### src/rtl/im_loader_pkg.sv
// Shared instruction-memory geometry and loader state encodings for im_loader.
package im_loader_pkg;
    localparam int IM_ADDR_W = 8;
    localparam int IM_DATA_W = 8;
    localparam int IM_DEPTH  = 256;
    // Remaining-byte counter must hold IM_DEPTH itself (length byte 0 means a full image).
    localparam int CNT_W     = $clog2(IM_DEPTH) + 1;

    typedef enum logic [2:0] {
        ST_IDLE  = 3'd0,
        ST_LEN   = 3'd1,
        ST_DATA  = 3'd2,
        ST_CSUM  = 3'd3,
        ST_FLUSH = 3'd4,
        ST_DONE  = 3'd5
    } ld_state_t;
endpackage

### src/rtl/im_loader.sv
// Framed byte-stream loader driving the instruction-memory load port.
// Define IM_LOADER_CSUM_EN to expect a trailing checksum byte and report o_err.
module im_loader
    import im_loader_pkg::*;
#(
    parameter int                ADDR_W    = IM_ADDR_W,
    parameter logic [ADDR_W-1:0] BASE_ADDR = '0
) (
    input  logic                 clk,
    input  logic                 rst,
    input  logic                 start,
    input  logic                 s_valid,
    input  logic [IM_DATA_W-1:0] s_data,
    output logic                 s_ready,
    output logic                 o_inCmd,
    output logic [ADDR_W-1:0]    o_addr,
    output logic [IM_DATA_W-1:0] o_inst,
    output logic                 o_busy,
    output logic                 o_done,
    output logic                 o_err
);
    ld_state_t        state;
    logic [CNT_W-1:0] remaining;
    logic             first;
    logic             xfer;

    assign xfer = s_valid && s_ready;

`ifdef IM_LOADER_CSUM_EN
    logic [IM_DATA_W-1:0] sum;
`else
    assign o_err = 1'b0;
`endif

    always_ff @(posedge clk or negedge rst) begin
        if (!rst) begin
            state     <= ST_IDLE;
            s_ready   <= 1'b0;
            o_inCmd   <= 1'b0;
            o_addr    <= BASE_ADDR;
            o_inst    <= '1;
            o_busy    <= 1'b0;
            o_done    <= 1'b0;
            remaining <= '0;
            first     <= 1'b0;
`ifdef IM_LOADER_CSUM_EN
            sum       <= '0;
            o_err     <= 1'b0;
`endif
        end else begin
            o_done <= 1'b0;
            case (state)
                ST_IDLE: if (start) begin
                    state   <= ST_LEN;
                    s_ready <= 1'b1;
                    o_busy  <= 1'b1;
`ifdef IM_LOADER_CSUM_EN
                    sum     <= '0;
                    o_err   <= 1'b0;
`endif
                end
                ST_LEN: if (xfer) begin
                    remaining <= (s_data == '0) ? CNT_W'(IM_DEPTH) : CNT_W'(s_data);
                    first     <= 1'b1;
                    state     <= ST_DATA;
                end
                // Address/data move only on an accept, so stalls just rewrite the same byte.
                ST_DATA: if (xfer) begin
                    o_addr    <= first ? BASE_ADDR : o_addr + ADDR_W'(1);
                    o_inst    <= s_data;
                    o_inCmd   <= 1'b1;
                    first     <= 1'b0;
                    remaining <= remaining - CNT_W'(1);
`ifdef IM_LOADER_CSUM_EN
                    sum       <= sum + s_data;
                    if (remaining == CNT_W'(1))
                        state <= ST_CSUM;
`else
                    if (remaining == CNT_W'(1)) begin
                        state   <= ST_FLUSH;
                        s_ready <= 1'b0;
                    end
`endif
                end
`ifdef IM_LOADER_CSUM_EN
                ST_CSUM: if (xfer) begin
                    if (s_data != sum)
                        o_err <= 1'b1;
                    state   <= ST_FLUSH;
                    s_ready <= 1'b0;
                end
`endif
                // One extra cycle of o_inCmd commits the final payload byte.
                ST_FLUSH: begin
                    o_inCmd <= 1'b0;
                    o_done  <= 1'b1;
                    state   <= ST_DONE;
                end
                ST_DONE: begin
                    o_busy <= 1'b0;
                    state  <= ST_IDLE;
                end
                default: begin
                    state   <= ST_IDLE;
                    s_ready <= 1'b0;
                    o_inCmd <= 1'b0;
                    o_busy  <= 1'b0;
                end
            endcase
        end
    end
endmodule

### config.mk
export PLATFORM = sky130hd
export DESIGN_NAME = im_loader
export DESIGN_NICKNAME = d
export VERILOG_FILES = /design/src/rtl/im_loader_pkg.sv /design/src/rtl/im_loader.sv
export SDC_FILE = /design/constraint.sdc
export NUM_CORES = 1
export LEC_CHECK = 0
export CORE_MARGIN = 2
export CORE_UTILIZATION = 50
export CTS_CLUSTER_DIAMETER = 40
export DETAILED_ROUTE_END_ITERATION = 16
export MAX_ROUTING_LAYER = met4
export PLACE_DENSITY = 0.79
export SYNTH_ARGS = -nofsm -noshare
export SYNTH_HDL_FRONTEND = slang
export SYNTH_SLANG_ARGS = --single-unit
export TNS_END_PERCENT = 1
### constraint.sdc
create_clock -name clk -period 2.16 [get_ports clk]
set_input_delay 0.432 -clock clk [delete_from_list [all_inputs] [get_ports clk]]
set_output_delay 0.432 -clock clk [all_outputs]
set_load 0.01 [all_outputs]
# ---- After elaboration in Yosys (flattened, before gate mapping)
# Cells that the tools add are included.
dict set report totals {
  register_bits 33
  in_bits 12
  out_inout_bits 21
  elab_cells 56
}
dict set report op_classes {
  n_addsub 2
  n_eq_ne 9
  n_mux 20
  bitwise 3
  n_reduce_logical 13
}
# operator n
set op_table {}
lappend op_table {{$mux 9} 3}
lappend op_table {{$pmux 9 s2} 1}
lappend op_table {{$mux 3} 4}
lappend op_table {{$pmux 3 s4} 1}
lappend op_table {{$eq 9x1->1 const B} 1}
lappend op_table {{$reduce_or 3->1} 3}
lappend op_table {{$sub 9x1->9 const B} 1}
lappend op_table {{$add 8x1->8 const B} 1}
lappend op_table {{$logic_not 8->1} 1}
lappend op_table {{$mux 8} 1}
lappend op_table {{$ne 2x2->1 const B} 4}
lappend op_table {{$reduce_and 4->1} 2}
lappend op_table {{$eq 3x3->1 const B} 2}
lappend op_table {{$mux 1} 6}
lappend op_table {{$pmux 1 s2} 3}
lappend op_table {{$reduce_and 2->1} 3}
lappend op_table {{$eq 3x1->1 const B} 1}
lappend op_table {{$eq 3x2->1 const B} 1}
lappend op_table {{$logic_not 3->1} 1}
lappend op_table {{$not 1->1} 3}
lappend op_table {{$pmux 1 s3} 1}
lappend op_table {{$reduce_and 3->1} 1}
lappend op_table {{$reduce_bool 2->1} 1}
lappend op_table {{$logic_and 1x1->1} 1}

# ---- Depth between registers and ports, before layout
# Gate-level depths: netlist of run 1.
dict set report logic_depth {
  ltp_word 4
  mapped_depth 7
  depth_no_buf 6
}

# ---- Worst setup path before layout of run 1
# OpenSTA, ideal clock, no wires.
dict set report synth_timing {
  path_type {register to register}
  from {reg remaining[0]}
  to {reg remaining[6]}
  setup_time_ns 0.079
  arrival_ns 1.685
  slack_ns 0.396
  path_stages_with_launch 7
  path_buffers 0
  period_less_slack_ns 1.764
  cell_sequence {dfrtp_1 -> inv_1 -> ha_1 -> or3b_2 -> or3_1 -> a21oi_1 -> a2bb2oi_1}
}
dict set report synth_via {
  elab_chain_len 3
}
# element line
set synth_lines {}
lappend synth_lines {{start: declaration} im_loader.sv:23} ;# logic [CNT_W-1:0] remaining;
lappend synth_lines {{start signal: assignment} im_loader.sv:63} ;# remaining <= (s_data == '0) ? CNT_W'(IM_DEPTH) : CNT_W'(s_data);
lappend synth_lines {{start signal: assignment} im_loader.sv:73} ;# remaining <= remaining - CNT_W'(1);
lappend synth_lines {{$sub 9x1->9} im_loader.sv:73}
lappend synth_lines {{$mux 9} im_loader.sv:68} ;# ST_DATA: if (xfer) begin
lappend synth_lines {{$pmux 9 s2} im_loader.sv:52} ;# case (state)
# Every way passes these cells. The select of a mux whose other input is x is not followed.
# A chain may end at the register's enable or synchronous reset.

# ---- Worst setup path in the final report of run 1
# Ends and elaborated chain as after synthesis.

==> results of run 1 <==
==> metrics by stage <==
step	total power, W	std cells	hold WS (ns)	worst slack [ns]
2_1_floorplan	0.000636	198	0.136	0.396
3_3_place_gp	0.000675	273	0.446	0.286
3_5_place_dp	0.000675	273	0.449	0.222
4_1_cts	0.00116	281	0.465	0.265
5_1_grt	0.00119	281	0.481	0.0897
6_report	0.00115	281	0.463	0.267
==> layout make-up <==
class                      count  area, um^2
sequential                    33         836
clock buffer                   7        55.1
inverter                       6        22.5
fill                         311        1140
clock inverter                 1        30.0
multi-input combinational    147         811
timing repair buffer          41         385
tap                           46        57.6
==> worst register-to-register path: stages, from the launching register on <==
cell and delay, ns:
dfrtp_1 0.40, inv_1 0.10, ha_1 0.21, or3b_2 0.46, or3_1 0.33, a21oi_1 0.16, a2bb2oi_1 0.16
==> power breakdown <==
| group | internal [W] | switching, W | total, W |
|---|---|---|---|
| logic | 0.0000216 | 0.0000227 | 0.0000443 |
| clock network | 0.000276 | 0.000209 | 0.000486 |
| registers | 0.000618 | 0 | 0.000618 |
==> cell families (layout without fill, tap and decap cells) <==
logic type	count (synthesis)	count (layout)
muxes	2	2
DFF	33	33
and+or+nand+nor	90	90
buffers and inverters	18	55
other	1	1
adders and majority gates	3	3
AOI/OAI and AO/OA	49	49
xor gates and xnor gates	2	2
==> placed cells by master, fill, tap and decap left out, drive strengths merged, types with 2 or more instances in the layout <==
master / instances
buf: 10
nand3: 9
or3b: 2
and3: 2
a31oi: 3
clkdlybuf4s50: 31
nand3b: 2
nor3: 7
nand2: 42
o21ai: 16
clkbuf: 7
a21oi: 14
xnor2: 2
dfstp: 8
inv: 6
nor2: 14
or3: 2
o22ai: 3
a2bb2oi: 4
nor3b: 3
nor4: 6
dfrtp: 25
ha: 3
mux2i: 2
o211ai: 2
==> registers in the layout, summed over array words and instances, names as in the netlist, 3 cells and up <==
signal	flops
state	3
o_addr	8
remaining	9
o_inst	8
==> metal layers <==
metal / track usage, % / vias to the layer above / routed length (um)
met5: - / - / 0
met3: 3.93 / 6 / 259
met4: 11.4 / 0 / 52
met2: 29.7 / 44 / 1610
li1: - / 773 / -
met1: 28.7 / 721 / 1750
==> how the worst max path moves through the flow <==
stage | slack [ns] | to | cells past startpoint | startpoint
6_report | 0.27 | remaining[6] | 6 | remaining[0]
5_1_grt | 0.09 | remaining[6] | 6 | remaining[0]
4_1_cts | 0.26 | remaining[6] | 6 | remaining[0]
2_1_floorplan | 0.40 | remaining[6] | 6 | remaining[0]
3_3_place_gp | 0.29 | remaining[3] | 5 | s_valid
3_5_place_dp | 0.22 | remaining[3] | 5 | s_valid
==> summary.txt, run 1 <==
Cell area after layout -> 0.00220 mm^2
Status -> finished, final reports clean
Fin. Hold Viols -> 0
Unrepaired setup endpoints after global routing -> no
Drt drc -> 0
Die footprint -> 0.00398 mm^2
Synth Area in Compound Gates -> 17.3%
Setup TNS -> 0 ns
Most instantiated cells after synthesis -> 42 x nand2_1, 25 x dfrtp_1, 14 x a21oi_1, 14 x o21ai_0, 13 x nor2_1
Mapped Area -> 0.00175 mm^2
Worst r2r src -> remaining[0]
Worst Setup Start Kind -> flip-flop
Core ar. -> 0.00334 mm^2
Number of flops mapped to enable cells by yosys -> 0
Die H -> 63.1 um
Synth Area in XOR/XNOR -> 1.00%
Detailed-route via count -> 1544
Syn Inst Count -> 198
Area post-placement -> 0.00211 mm^2
Largest net degree at the start of global routing -> 34
Layout cell share with drive strength beyond 1 -> 12.8%
Worst Path Max Fanout -> 4
Hold EP -> o_inst[2]
Seq/Total Area, Yosys -> 47.8%
PwrDens -> 523 mW/mm^2
Clk sink count -> 33
Initial antenna violation count -> 0
Post-DRT Antenna Nets -> 0
Critical path arrival -> 2.15 ns
Post-Route WL -> 3670 um
Clock transition at the registers of the reported paths -> 0.10 ns
Final Max Slew Viols -> 0
Worst path top cell family by delay -> simple AND/OR/NAND/NOR gates
Max-Cap Viols -> 0
#FFs+latches synth -> 33
PostCTS Resize Cnt -> 0
Largest family of logic cells by synthesized area -> simple AND/OR/NAND/NOR gates
CTS Root Buffer Type -> clkbuf_4
Post-Syn Nets -> 213
Fin nets -> 249
Syn avg cell area -> 8.83 um^2
Initial DRC count -> 97
Most frequent cell after synthesis -> nand2_1
Post-CTS setup buffers -> 0
Global-route wire length before repair -> 6440 um
Initial Utilization -> 52.4%
Fmax -> 528 MHz
CTS H-tree lvls -> 2
Post-DP HPWL -> 2620 um
Crit. End Element -> flip-flop
Max-slew headroom -> 57.1%
Cell count of the worst reg-to-reg path -> 6
Hold Path Class -> flip-flop to flip-flop
RR Endpoint -> remaining[6]
WP data required -> 2.42 ns
Worst slew pin tran -> 0.637 ns
GRT Total Usage -> 21.0%
Final Wtd Congestion -> 0.940
Area leader, netlist -> dfrtp_1
Final Cycle Share -> 87.7%
Via-per-instance ratio -> 5.49
Proportion of synthesized area in mux cells -> 1.15%
Simple-Gate Fraction of Synth Area -> 24.6%
CTS tree -> built
Avg WL per Cell -> 13.1 um
Synth area leaders -> dfrtp_1 36%, dfstp_2 12%, nand2_1 9.0%, a21oi_1 4.0%, o21ai_0 4.0%
Number of inserted diodes -> 0
Worst Path Buf+Inv -> 1
Rows -> 21
DR pass1 iterations -> 4
Final setup fails -> 0
Hold Path Origin -> o_inst[2]
Maximum buffer depth of the clock tree -> 2
YS warnings -> 0
Fin crit period -> 1.89 ns
CP peak stage delay -> 0.46 ns
Synth unique cells -> 40
Max IR drop VDD -> 0.360 mV
Port bufs -> 31
Worst-skew pair later-pin latency -> 0.33 ns
Async S/R FF share, synth -> 100%
TritonCTS buffer count -> 5
Number of hold buffers added after cts -> 0
Global route overflow -> 0
Hold path cells -> 2
Finished Core Util -> 65.8%
Vias in the first global route -> 1421
Area delta synth->final -> 25.7%
R2R setup slack -> 0.27 ns
Yosys top cell area share -> 35.8%
Top_reg_cell synth -> dfrtp_1
Worst-path cell chain -> inv_1 > ha_1 > or3b_2 > or3_1 > a21oi_1 > a2bb2oi_1
Worst path slowest cell -> or3b_2
Clock skew -> 0.00643 ns
Die width -> 63.1 um
Lkg Pwr -> 0.939 nW
Critical path class -> flip-flop to flip-flop
Adder-cell share of the synthesized area -> 2.15%
Top-Level Pins -> 33
Note: power is estimated with default switching activity, not from simulation.
==> inputs of run 2 (changes only) <==
CTS_BUF_LIST = sky130_fd_sc_hd__clkbuf_2 sky130_fd_sc_hd__clkbuf_4 sky130_fd_sc_hd__clkbuf_8   (was unset)
==> summary.txt, run 2 (synthesis results as in run 1) <==
PostCTS Resize Cnt -> 0 (unchanged)
Max reg flops -> 9 (unchanged)
Fin. Hold Viols -> 0 (unchanged)
Worst Path Buf+Inv -> 1 (unchanged)
DR top layer -> met4
Number of inserted diodes -> 0 (unchanged)
Worst slew pin tran -> 0.624 ns (-0.0130 ns)
Most flop-heavy register -> remaining
Drt drc -> 0 (unchanged)
Cell count of the worst reg-to-reg path -> 6 (unchanged)
Clock skew -> 0.00616 ns (-0.000273 ns)
Int Pwr -> 0.000929 W (+1.4%)
Worst path slowest cell -> or3b_2
Critical path class -> flip-flop to flip-flop
Number of hold buffers added after cts -> 0 (unchanged)
Worst-skew pair later-pin latency -> 0.34 ns (about the same)
Commonest non-fill, non-tap cell in the layout -> nand2_1
Rows -> 21 (unchanged)
Register area -> 836 um^2 (unchanged)
Post-DP HPWL -> 2620 um (unchanged)
CTS Root Buffer Type -> clkbuf_4
Port bufs -> 31 (unchanged)
Initial antenna violation count -> 0 (unchanged)
Global route overflow -> 0 (unchanged)
Metal1 wirelength -> 1770 um (+1.3%)
Top-Level Pins -> 33 (unchanged)
Worst-path cell chain -> inv_1 > ha_1 > or3b_2 > or3_1 > a21oi_1 > a2bb2oi_1
Initial DRC count -> 91 (-6.2%)
Post-DRT Antenna Nets -> 0 (unchanged)
Combinational share of power -> 3.8% (about the same)
Final Wtd Congestion -> 0.940 (unchanged)
Max-Cap Viols -> 0 (unchanged)
Fin nets -> 249 (unchanged)
Final Cycle Share -> 87.7% (about the same)
Max IR drop VDD -> 0.333 mV (-7.7%)
Metal2 WL -> 1580 um (-1.5%)
Vias in the first global route -> 1422 (+0.070%)
Die width -> 63.1 um (unchanged)
Maximum buffer depth of the clock tree -> 2 (unchanged)
Post-Route WL -> 3670 um (-0.11%)
GRT Total Usage -> 21.0% (unchanged)
Routed length on met3 -> 208 um (-20%)
Core ar. -> 0.00334 mm^2 (unchanged)
Layout cell share with drive strength beyond 1 -> 13.2% (+0.43 points)
Global-route wire length before repair -> 6440 um (+0.11%)
Worst Path Max Fanout -> 4 (unchanged)
CTS H-tree lvls -> 2 (unchanged)
Clk pwr share -> 43.1% (+0.8 points)
Worst path depth -> 6 (unchanged)
Detailed-route via count -> 1564 (+1.3%)
TritonCTS buffer count -> 5 (unchanged)
Worst path top cell family by delay -> simple AND/OR/NAND/NOR gates
WP data required -> 2.43 ns (about the same)
Area delta synth->final -> 25.9%
Lkg Pwr -> 0.943 nW (+0.36%)
Critical path arrival -> 2.16 ns (about the same)
Initial Utilization -> 52.4% (unchanged)
Fmax -> 528 MHz (about the same)
Setup TNS -> 0 ns (unchanged)
Hold Path Class -> flip-flop to flip-flop
Avg WL per Cell -> 13.0 um (-0.11%)
Largest net degree at the start of global routing -> 34 (unchanged)
Crit. End Element -> flip-flop
CP peak stage delay -> 0.46 ns (about the same)
Max-slew headroom -> 58.0% (+0.87 points)
PwrDens -> 529 mW/mm^2 (+1.3%)
Seq pwr share -> 53.1% (-0.7 points)
DR pass1 iterations -> 4 (unchanged)
Via-per-instance ratio -> 5.57 (+1.3%)
Clk sink count -> 33 (unchanged)
Final Max Slew Viols -> 0 (unchanged)
Top Registers -> remaining: 9 flops, o_addr: 8 flops, o_inst: 8 flops
Fin crit period -> 1.89 ns (-0.000152 ns)
Final setup fails -> 0 (unchanged)
Die H -> 63.1 um (unchanged)
Hold path cells -> 2 (unchanged)
Switch Pwr -> 0.000236 W (+1.7%)
Area occupied by multi-input gates -> 811 um^2 (unchanged)
Switching Share -> 20.3% (+0.059 points)
Worst Setup Start Kind -> flip-flop
Status -> finished, final reports clean
Filler cells -> 313 (+0.64%)
Die footprint -> 0.00398 mm^2 (unchanged)
Unrepaired setup endpoints after global routing -> no
Hold Slack -> 0.462 ns (-0.000421 ns)
CTS tree -> built
Post-CTS setup buffers -> 0 (unchanged)
Commonest cells after routing, fill and taps aside -> 42 x nand2_1, 31 x clkdlybuf4s50_1, 25 x dfrtp_1
Finished Core Util -> 66.0% (+0.11 points)
Clock transition at the registers of the reported paths -> 0.10 ns (about the same)
[run 2: cell counts in the layout (fill, tap and decap cells not counted)]
Identical to the previous run, type by type.
[run 2: cell type report]
cell class	count	share of cell area [%]
sequential	33	38.0
multi-input combinational	147	36.8
timing repair buffer	41	17.5
clock buffer	7	2.67
tap	46	2.62
clock inverter	1	1.36
inverter	6	1.02
[run 2: worst min-delay path, stage by stage (launching register included)]
cell     delay, ns
dfstp_2       0.38
nand2_1       0.05
nand2_1       0.05
[run 2: routing by layer]
| layer | vias to the layer above | GRT usage (%) |
|---|---|---|
| met2 | 43 | 30.1 |
| met4 | 0 | 11.9 |
| met1 | 738 | 28.5 |
| met5 | - | - |
| li1 | 773 | - |
| met3 | 10 | 3.39 |
[run 2: per-stage QoR]
| stage | instances | worst slack, ns | cell area (um^2) | total power [W] |
|---|---|---|---|---|
| finish | 281 | 0.267 | 2200 | 0.00116 |
| global route | 281 | 0.0897 | 2200 | 0.00120 |
| CTS | 281 | 0.265 | 2200 | 0.00118 |
| detailed placement | 273 | 0.222 | 2110 | 0.000675 |
| global placement | 273 | 0.286 | 2110 | 0.000675 |
| floorplan | 198 | 0.396 | 1750 | 0.000636 |
[run 2: final timing paths]
path,from,end,slack [ns]
setup / recovery,remaining[0],remaining[6],0.27
min in group asynchronous,rst,o_addr[3],0.47
hold / removal,o_inst[2],o_inst[2],0.46
setup reg to reg,remaining[0],remaining[6],0.27
max in group asynchronous,rst,o_inst[6],1.35
hold reg to reg,o_inst[2],o_inst[2],0.46
[run 2: power groups by stage]
stage / sequential [W] / combinational (W) / clock, W
after floorplan: 0.000630 / 0.00000626 / 0
after global placement: 0.000630 / 0.0000455 / 0
after detailed placement: 0.000630 / 0.0000453 / 0
after CTS: 0.000618 / 0.0000456 / 0.000513
after global routing: 0.000618 / 0.0000496 / 0.000535
final: 0.000618 / 0.0000441 / 0.000502
==> inputs of run 3 (changes only) <==
CORE_UTILIZATION = 52   (was 50)
PLACE_DENSITY = 0.82   (was 0.79)
==> summary.txt, run 3 (synthesis results as in run 1) <==
Area occupied by multi-input gates -> 811 um^2 (unchanged)
Worst Setup Start Kind -> flip-flop
Final Wtd Congestion -> 0.877 (-6.7%)
Register area -> 836 um^2 (unchanged)
Critical path arrival -> 2.14 ns (-0.02 ns)
Crit. End Element -> flip-flop
Worst path top cell family by delay -> simple AND/OR/NAND/NOR gates
Hold Slack -> 0.461 ns (-0.00122 ns)
Top-Level Pins -> 33 (unchanged)
Initial DRC count -> 53 (-42%)
Combinational share of power -> 4.2% (+0.4 points)
CTS Root Buffer Type -> clkbuf_4
Area delta synth->final -> 24.8%
Clock transition at the registers of the reported paths -> 0.10 ns (about the same)
Die width -> 62.0 um (-1.8%)
Critical path class -> flip-flop to flip-flop
Post-DP HPWL -> 2650 um (+1.3%)
WP data required -> 2.43 ns (about the same)
Max IR drop VDD -> 0.486 mV (+46%)
Fin. Hold Viols -> 0 (unchanged)
CTS H-tree lvls -> 2 (unchanged)
Final Cycle Share -> 86.4% (-1.2 points)
Global route overflow -> 0 (unchanged)
Avg WL per Cell -> 13.4 um (+2.7%)
Worst path slowest cell -> or3b_2
Clk pwr share -> 37.6% (-5.5 points)
Commonest non-fill, non-tap cell in the layout -> nand2_1
Max-Cap Viols -> 0 (unchanged)
PwrDens -> 487 mW/mm^2 (-8.0%)
Clock skew -> 0.00607 ns (-0.0000865 ns)
Worst-path cell chain -> inv_1 > ha_1 > or3b_2 > or3_1 > a21oi_1 > a2bb2oi_1
Rows -> 21 (unchanged)
Vias in the first global route -> 1453 (+2.2%)
Final setup fails -> 0 (unchanged)
Port bufs -> 31 (unchanged)
CP peak stage delay -> 0.46 ns (about the same)
Switch Pwr -> 0.000234 W (-1.1%)
Finished Core Util -> 66.4% (+0.48 points)
Clk sink count -> 33 (unchanged)
Post-DRT Antenna Nets -> 0 (unchanged)
CTS tree -> built
Post-CTS setup buffers -> 0 (unchanged)
Largest net degree at the start of global routing -> 34 (unchanged)
Seq pwr share -> 58.2% (+5.1 points)
PostCTS Resize Cnt -> 0 (unchanged)
Commonest cells after routing, fill and taps aside -> 42 x nand2_1, 31 x clkdlybuf4s50_1, 25 x dfrtp_1
Lkg Pwr -> 0.935 nW (-0.81%)
Final WS setup -> 0.293 ns (+0.0263 ns)
Status -> finished, final reports clean
Top Registers -> remaining: 9 flops, o_addr: 8 flops, o_inst: 8 flops
Initial antenna violation count -> 0 (unchanged)
GRT Total Usage -> 23.6% (+2.6 points)
Initial Utilization -> 53.2% (+0.84 points)
Final Max Slew Viols -> 0 (unchanged)
Hold Path Class -> flip-flop to flip-flop
Switching Share -> 22.0% (+1.7 points)
Die H -> 62.0 um (-1.8%)
DR pass1 iterations -> 4 (unchanged)
Worst Path Buf+Inv -> 1 (unchanged)
Max reg flops -> 9 (unchanged)
Detailed-route via count -> 1577 (+0.83%)
Fin nets -> 249 (unchanged)
Total power -> 0.00106 W (-8.8%)
Number of hold buffers added after cts -> 0 (unchanged)
Fmax -> 536 MHz (+1.4%)
Die footprint -> 0.00384 mm^2 (-3.6%)
Number of inserted diodes -> 0 (unchanged)
Post-Route WL -> 3770 um (+2.7%)
Drt drc -> 0 (unchanged)
Worst Path Max Fanout -> 4 (unchanged)
Setup TNS -> 0 ns (unchanged)
Int Pwr -> 0.000828 W (-11%)
Maximum buffer depth of the clock tree -> 2 (unchanged)
Worst-skew pair later-pin latency -> 0.33 ns (about the same)
Most flop-heavy register -> remaining
Worst slew pin tran -> 0.618 ns (-0.00639 ns)
Fin crit period -> 1.87 ns (-0.0263 ns)
Layout cell share with drive strength beyond 1 -> 13.2% (unchanged)
Max-slew headroom -> 58.4% (+0.43 points)
Global-route wire length before repair -> 6400 um (-0.64%)
Via-per-instance ratio -> 5.61 (+0.83%)
Place WS -> 0.161 ns (-0.0612 ns)
Filler cells -> 261 (-17%)
TritonCTS buffer count -> 5 (unchanged)
Unrepaired setup endpoints after global routing -> no
Core ar. -> 0.00328 mm^2 (-1.6%)
[run 3: cell count changes in the layout (fill, tap and decap cells not counted), sizes merged]
cell | before | now
clkinv | 0 | 1
bufinv | 1 | 0
[run 3: final timing paths]
kind	to	cells after the start	from	slack [ns]
max	remaining[6]	6	remaining[0]	0.29
min	o_inst[5]	2	o_inst[5]	0.46
max reg2reg	remaining[6]	6	remaining[0]	0.29
min reg2reg	o_inst[5]	2	o_inst[5]	0.46
max in group asynchronous	o_inst[5]	2	rst	1.35
min in group asynchronous	o_addr[4]	2	rst	0.48
[run 3: cell type report]
cell class / count / area share (%)
clock buffer: 7 / 2.98
clock inverter: 1 / 0.229
inverter: 6 / 1.03
multi-input combinational: 147 / 37.2
sequential: 33 / 38.3
tap: 46 / 2.64
timing repair buffer: 41 / 17.7
[run 3: routing by layer]
| metal | track usage [%] | share of wire, % | wire, um |
|---|---|---|---|
| met1 | 31.0 | 45 | 1690 |
| met2 | 33.5 | 46 | 1720 |
| met3 | 7.25 | 7.3 | 273 |
| met4 | 10.0 | 2.1 | 78 |
| met5 | - | 0 | 0 |
[run 3: tightest hold or removal path: stages (launching register included)]
cell and delay (ns):
dfstp_2 0.38, nand2_1 0.05, nand2_1 0.04
[run 3: power groups by stage]
stage	sequential, W	clock [W]	combinational [W]
2_1_floorplan	0.000630	0	0.00000626
3_3_place_gp	0.000630	0	0.0000452
3_5_place_dp	0.000630	0	0.0000451
4_1_cts	0.000618	0.000410	0.0000452
5_1_grt	0.000618	0.000430	0.0000501
6_report	0.000618	0.000399	0.0000445
[run 3: metrics by stage]
step / area, um^2 / cells
after floorplan: 1750 / 198
after global placement: 2110 / 273
after detailed placement: 2110 / 273
after CTS: 2180 / 281
after global routing: 2180 / 281
final: 2180 / 281
